===== config.mk =====
export PLATFORM = sky130hd
export DESIGN_NAME = bus_register_bank
export DESIGN_NICKNAME = d
export VERILOG_FILES = /design/src/rtl/bus_register_bank.sv
export SDC_FILE = /design/constraint.sdc
export NUM_CORES = 1
export LEC_CHECK = 0
export ABC_CLOCK_PERIOD_IN_PS = 1800
export CAP_MARGIN = 20
export CORE_MARGIN = 1.5
export CORE_UTILIZATION = 35
export DETAILED_ROUTE_END_ITERATION = 6
export MAX_ROUTING_LAYER = met4
export PLACE_DENSITY = 0.47
export SYNTH_ARGS = -nofsm -noshare
export SYNTH_HDL_FRONTEND = slang
export SYNTH_SLANG_ARGS = --single-unit

===== constraint.sdc =====
create_clock -name clock -period 1.8 [get_ports clock]
set_input_delay 0.18 -clock clock [delete_from_list [all_inputs] [get_ports clock]]
set_output_delay 0.18 -clock clock [all_outputs]
set_load 0.005 [all_outputs]

===== src/rtl/bus_register_bank.sv =====
// bus_register_bank: register bank with one write port, two combinational read ports,
// an optional hardwired-zero R0 and a flush engine that clears one register per cycle.
module bus_register_bank #(
    parameter int                    DATA_WIDTH = 32,
    parameter int                    NUM_REGS   = 16,
    parameter int                    ADDR_WIDTH = 4,
    parameter bit                    R0_ZERO    = 1'b1,
    parameter logic [DATA_WIDTH-1:0] INIT       = '0
) (
    input  logic                  clock,
    input  logic                  clear_n,
    input  logic [DATA_WIDTH-1:0] BusMuxOut,
    input  logic                  wr_en,
    input  logic [ADDR_WIDTH-1:0] wr_addr,
    input  logic [ADDR_WIDTH-1:0] rd_addr_a,
    input  logic [ADDR_WIDTH-1:0] rd_addr_b,
    input  logic                  flush_req,
    output logic [DATA_WIDTH-1:0] BusMuxIn,
    output logic [DATA_WIDTH-1:0] rd_data_b,
    output logic                  busy,
    output logic                  flush_done,
    output logic                  wr_drop
);
    typedef enum logic {IDLE, FLUSH} state_t;
    localparam logic [ADDR_WIDTH:0]   NREGS = (ADDR_WIDTH + 1)'(NUM_REGS);
    localparam logic [ADDR_WIDTH-1:0] LAST  = ADDR_WIDTH'(NUM_REGS - 1);
    state_t                state_q, state_d;
    logic [ADDR_WIDTH-1:0] idx_q, idx_d;
    logic                  flush_done_q, flush_done_d;
    logic                  wr_drop_q, wr_drop_d;
    logic [DATA_WIDTH-1:0] regs_q [NUM_REGS];
    logic [NUM_REGS-1:0]   we, clr;
    logic                  out_of_range, last;
    assign out_of_range = {1'b0, wr_addr} >= NREGS;
    assign last         = idx_q == LAST;
    always_comb begin
        state_d      = state_q;
        idx_d        = idx_q;
        flush_done_d = 1'b0;
        wr_drop_d    = 1'b0;
        if (state_q == IDLE) begin
            state_d   = flush_req ? FLUSH : IDLE;
            idx_d     = '0;
            wr_drop_d = wr_en && out_of_range;
        end else begin
            state_d      = last ? IDLE : FLUSH;
            idx_d        = last ? '0 : idx_q + 1'b1;
            flush_done_d = last;
            wr_drop_d    = wr_en;
        end
    end
    always_ff @(posedge clock or negedge clear_n) begin
        if (!clear_n) begin
            state_q      <= IDLE;
            idx_q        <= '0;
            flush_done_q <= 1'b0;
            wr_drop_q    <= 1'b0;
        end else begin
            state_q      <= state_d;
            idx_q        <= idx_d;
            flush_done_q <= flush_done_d;
            wr_drop_q    <= wr_drop_d;
        end
    end
    // R0 never accepts bus writes when hardwired, so its flop stays at zero
    always_comb begin
        we  = '0;
        clr = '0;
        for (int k = 0; k < NUM_REGS; k++) begin
            we[k]  = state_q == IDLE && wr_en && wr_addr == ADDR_WIDTH'(k) && !(R0_ZERO && k == 0);
            clr[k] = state_q == FLUSH && idx_q == ADDR_WIDTH'(k);
        end
    end
    always_ff @(posedge clock or negedge clear_n) begin
        if (!clear_n) begin
            for (int k = 0; k < NUM_REGS; k++)
                regs_q[k] <= (R0_ZERO && k == 0) ? '0 : INIT;
        end else begin
            for (int k = 0; k < NUM_REGS; k++)
                if (clr[k]) regs_q[k] <= '0;
                else if (we[k]) regs_q[k] <= BusMuxOut;
        end
    end
    // unmatched addresses (>= NUM_REGS) fall through to zero
    always_comb begin
        BusMuxIn  = '0;
        rd_data_b = '0;
        for (int k = 0; k < NUM_REGS; k++) begin
            if (rd_addr_a == ADDR_WIDTH'(k)) BusMuxIn = regs_q[k];
            if (rd_addr_b == ADDR_WIDTH'(k)) rd_data_b = regs_q[k];
        end
    end
    assign busy       = state_q == FLUSH;
    assign flush_done = flush_done_q;
    assign wr_drop    = wr_drop_q;
endmodule

==> metrics <==
Synth async-reset ratio 100%; layout cell share with drive strength beyond 1 39.0%; Root Buffer clkbuf_16; Worst Path Max Fanout 2; Fillers 7078; htree depth 2; Max-cap violations 0; worst-margin pin slew 0.846 ns; post-DR wirelength/cell 36.1 µm; Final Max Slew Viols 0; Worst-Skew Late Latency 0.67 ns; largest net degree at the start of global routing 58; peak supply drop 0.861 mV; Pleak 18.6 nW; Mapped Area 0.0277 mm²; DRT Pass-1 Iters 5; critical path class reg2out; DRT antenna net count 0; Hold Fails Final Rpt 0; Initial Util 35.6%; cell area power density 1020 mW/mm²; initial antenna violation count 5; area grow syn2layout 47.2%; core area 0.0778 mm²; TritonCTS clock tree yes; CTS max path bufs 3; FF+latch area 0.0122 mm²; Final Setup Violations 64; final worst path period share 140%; maximum clock frequency 0.397 GHz; Iteration-0 DRC Markers 3975; Top FF cell, synth dfrtp_1; Finished Cell Area 0.0408 mm²; total CTS buffers 61; DIE AREA 0.0808 mm²; Final #Nets 3607; Finished Layout Cells 4650; Cell variety after synth 79; startpoint type of the worst setup path register; All-Layer GR Usage 41.8%; placed cell count 4479; failing checks negative setup slack; Congestion Overflow GR 0; min Tclk post-route 2.52 ns; syn nets 2839; yosys warns 0; multi-input logic area 0.0157 mm²; # rows 102; vias in the first global route 30400; syn avg cell area 9.94 µm²; FF+latch count, synth 487; hpwl dp 119000 µm; DRT Wirelength 168000 µm; Clk pin slew, worst setup/hold paths 0.06 ns; worst setup margin -0.719 ns; crit path DAT 2.34 ns; CP Capture Type output port; sequential element share of the synthesized area 44.0%; DRC viols 0; # port buffers 114; wire length of the first global-routing pass 236000 µm; Hold Path Class in2async; routability cong. 1.03; Slew headroom 43.4%; Die Wd 284 µm; Post-DP Area 0.0368 mm²; skew final 0.0394 ns; DR vias 30900; vias per cell 6.64; worst endpoint required time 1.62 ns; run status finished with violations; RSZ-0062 raised after global routing yes; Post-Syn Instances 2787; Tot Pwr 41.6 mW; chip height 284 µm; io pins 115; clk sinks 487; Post-synth EDFFs 0
registers in the layout (all words and copies together), names as in the netlist:
register / flops
busy: 1
idx_q: 4
regs_q: 480
flush_done: 1
wr_drop: 1
layout by cell type, fill, tap and decap left out, types with 14 or more instances in the layout:
| master | instances |
|---|---|
| a221o_1 | 20 |
| inv_1 | 15 |
| clkdlybuf4s50_1 | 40 |
| a21oi_2 | 30 |
| a211o_1 | 18 |
| buf_12 | 113 |
| a22oi_2 | 24 |
| nand3b_1 | 15 |
| o221ai_1 | 14 |
| dfrtp_1 | 481 |
| buf_6 | 60 |
| o22ai_1 | 41 |
| a211oi_1 | 26 |
| a211oi_2 | 18 |
| clkbuf_1 | 15 |
| mux2_2 | 27 |
| nand2b_1 | 20 |
| a221oi_2 | 15 |
| clkbuf_16 | 65 |
| nor2_1 | 90 |
| nor2_4 | 16 |
| a22o_1 | 465 |
| a22oi_1 | 52 |
| o21ai_2 | 17 |
| o21ai_0 | 149 |
| nor2b_1 | 29 |
| a21oi_1 | 168 |
| clkbuf_8 | 20 |
| a221oi_1 | 21 |
| nand2_1 | 164 |
| buf_2 | 48 |
| o211ai_1 | 20 |
| mux2i_1 | 111 |
| nand3_1 | 20 |
| o21ai_1 | 30 |
| buf_4 | 752 |
| a31oi_1 | 14 |
worst paths after layout:
path	start	to	slack, ns	cells past startpoint
setup reg to reg	busy	regs_q[37]	0.06	5
hold reg to reg	regs_q[87]	regs_q[87]	0.52	1
min in group clock	flush_req	busy	0.11	3
hold / removal	clear_n	regs_q[276]	0.03	2
max in group asynchronous	clear_n	regs_q[459]	0.88	4
setup / recovery	regs_q[468]	rd_data_b[20]	-0.72	7
Yosys cell counts (16+ instances only):
| master | instances | area [µm²] |
|---|---|---|
| dfrtp_1 | 487 | 12200 |
| a22o_1 | 465 | 4070 |
| a21oi_1 | 201 | 1010 |
| o21ai_0 | 187 | 936 |
| nand2_1 | 171 | 642 |
| clkbuf_1 | 169 | 634 |
| mux2i_1 | 114 | 1140 |
| nor2_1 | 108 | 405 |
| buf_2 | 107 | 536 |
| a22oi_1 | 76 | 571 |
| o22ai_1 | 47 | 294 |
| a211oi_1 | 44 | 330 |
| a221oi_1 | 42 | 368 |
| mux2_2 | 39 | 439 |
| nor2b_1 | 37 | 231 |
| a31oi_1 | 33 | 206 |
| buf_4 | 32 | 240 |
| o221ai_1 | 28 | 245 |
| nand2b_1 | 23 | 144 |
| nand3_1 | 22 | 110 |
| a221o_1 | 20 | 200 |
| a2bb2oi_1 | 20 | 175 |
| o211ai_1 | 20 | 150 |
| a211o_1 | 18 | 158 |
| and2_1 | 16 | 100 |
| inv_1 | 16 | 60.1 |
report_power, final:
| group | internal, mW | leakage [nW] | switching [mW] |
|---|---|---|---|
| logic | 6.41 | 10.9 | 7.57 |
| clock network | 7.83 | 1.04 | 5.38 |
| registers | 12.8 | 6.71 | 1.69 |
| total | 27.0 | 18.6 | 14.6 |
layer usage:
metal / global-route usage [%] / part of all wire (%) / vias to the layer above
li1: - / - / 12400
met1: 53.9 / 40 / 15600
met2: 61.5 / 44 / 2232
met3: 8.56 / 9.8 / 595
met4: 22.2 / 6.6 / 0
met5: - / 0 / -
through the flow:
step / util, % / setup slack, ns / hold WS [ns] / setup TNS, ns
global route: 52.4 / -0.795 / 0.0273 / -34.14
CTS: 51.5 / -0.786 / 0.0122 / -31.67
finish: 52.4 / -0.719 / 0.0290 / -30.39
global placement: 47.3 / -1.58 / 0.103 / -136.19
floorplan: - / 0.117 / -0.116 / 0
detailed placement: 47.3 / -1.57 / 0.108 / -146.71
cell type report:
cell class              instances  share of cell area [%]
inverters                      20                   0.184
flip-flops and latches        487                    29.9
repair buffers               1025                    23.1
diodes                          5                  0.0307
clock inverters                17                   0.558
well taps                    1040                    3.19
clock buffers                  96                    4.61
multi-input cells            1960                    38.4
what timing repair did:
item | CTS | global route
gates resized for setup | 551 | 98
hold buffers | 1 | 0
setup endpoints to repair | 81 | 239
endpoints found under the hold margin | 417 | 0
pin swaps | 206 | 113
buffers inserted | 55 | 20
gates cloned | 1 | 1
kinds of logic (layout without fill, tap and decap cells):
| family | count (synthesis) | count (layout) | share of synthesized area (%) |
|---|---|---|---|
| AOI/OAI and AO/OA | 1335 | 1335 | 35.5 |
| DFF | 487 | 487 | 44.0 |
| and+or+nand+nor | 460 | 460 | 8.25 |
| buffers and inverters | 340 | 1158 | 5.77 |
| muxes | 160 | 160 | 6.27 |
| adders and majority gates | 4 | 4 | 0.181 |
| xor gates and xnor gates | 1 | 1 | 0.0316 |
| other | 0 | 5 | 0 |
critical path, stage by stage (launching register included):
cell and delay [ns]:
dfrtp_1 0.38, mux2_4 0.29, a221oi_4 0.27, a211oi_2 0.09, o32ai_1 0.22, o21ai_1 0.11, buf_4 0.18, buf_6 0.13
Note: power is estimated with default switching activity, not from simulation.
==> variant (same settings) <==
`R0_ZERO`: 1'b1 -> 1'b0.
--- a/src/rtl/bus_register_bank.sv
+++ b/src/rtl/bus_register_bank.sv
@@ -4,7 +4,7 @@
     parameter int                    DATA_WIDTH = 32,
     parameter int                    NUM_REGS   = 16,
     parameter int                    ADDR_WIDTH = 4,
-    parameter bit                    R0_ZERO    = 1'b1,
+    parameter bit                    R0_ZERO    = 1'b0,
     parameter logic [DATA_WIDTH-1:0] INIT       = '0
 ) (
     input  logic                  clock,
Behaviour: not the same (a bounded check fails within 4 cycles, from zero or initial values).
==> variant against the unedited design <==
  * The flow still finishes with violations (negative setup slack)
  * Routed wire length increased by 2.3%
  * Setup slack improved by 140 ps
  * Cell count increased by 1.3%
  * Design area increased by 7.0%
  * Sequential share of layout area decreased by 0.13 points
  * Area after synthesis increased by 3.1%
  * Power increased by 5.4%
  * Sequential cell count increased by 32
  * Die area increased by 3.1%
  * Critical path type unchanged
  * Critical path depth unchanged
==> variant: results (changes against the unedited design) <==
fillcell total=7,158 (was 7,078); Worst EP arrival=2200 ps (was 2340 ps); setup_tns=-36,710 ps (was -30,390 ps); dpl ws=-946 ps (was -1570 ps); post-detail-place hpwl=113,000 um (was 119,000 um); run status=complete, but fails checks (unchanged); Setup WS post-layout=-575 ps (was -719 ps); post-DR wirelength/cell=36.4 um (was 36.1 um); CP max stage delay=410 ps (was 380 ps); Hold Worst Slack=64.8 ps (was 29.0 ps); register area=13,000 um2 (was 12,200 um2); area of the multi-input gates=16,400 um2 (was 15,700 um2); clk_lat worst skew=620 ps (was 670 ps); compound-cell area share of the yosys netlist=32.6% (was 35.5%); final setup vio count=271 (was 64); reg2reg setup slack=-120 ps (was 60 ps); VDD IR max=1.07 mV (was 0.861 mV); Leakage=20.1 nW (was 18.6 nW); number of logic inverters in the finished layout=10 (was 20); failing checks=negative setup slack (unchanged); final WL=172,000 um (was 168,000 um); internal power=0.0284 W (was 0.0270 W); count of antenna diodes in the layout=4 (was 5); headroom to the max-slew limit=47.4% (was 43.4%); commonest cells in the synthesized netlist=519 x dfrtp_1, 486 x a22o_1, 191 x o21ai_0, 176 x clkbuf_1, 140 x nand2_1 (was 487 x dfrtp_1, 465 x a22o_1, 201 x a21oi_1, 187 x o21ai_0, 171 x nand2_1); Final clock-cell share=4.81% (was 5.17%)
variant: cell count changes after synthesis, moves of 19 or more:
cell,delta
a22oi_1,-48
o22ai_1,+59
mux2_2,+35
o221ai_1,+22
buf_1,+46
a2bb2oi_1,+30
a22o_1,+21
nand2_1,-31
a21oi_1,-82
a221o_1,-19
dfrtp_1,+32
variant: cell families after synthesis:
| kind of cell | count (synthesis) |
|---|---|
| buf+inv | 353 |
| compound gates | 1249 |
| mux | 227 |
| xor+xnor | 1 |
| flops | 519 |
| fa+ha+maj | 4 |
| simple gates | 403 |
variant: routing by layer:
metal / share of wire (%) / vias to the layer above / routed length (um) / track usage, %
met5: 0 / - / 0 / -
met4: 5.7 / 0 / 9830 / 17.9
met3: 13 / 514 / 22500 / 10.4
met2: 41 / 2520 / 70200 / 55.4
met1: 40 / 15936 / 69200 / 56.1
li1: - / 12408 / - / -
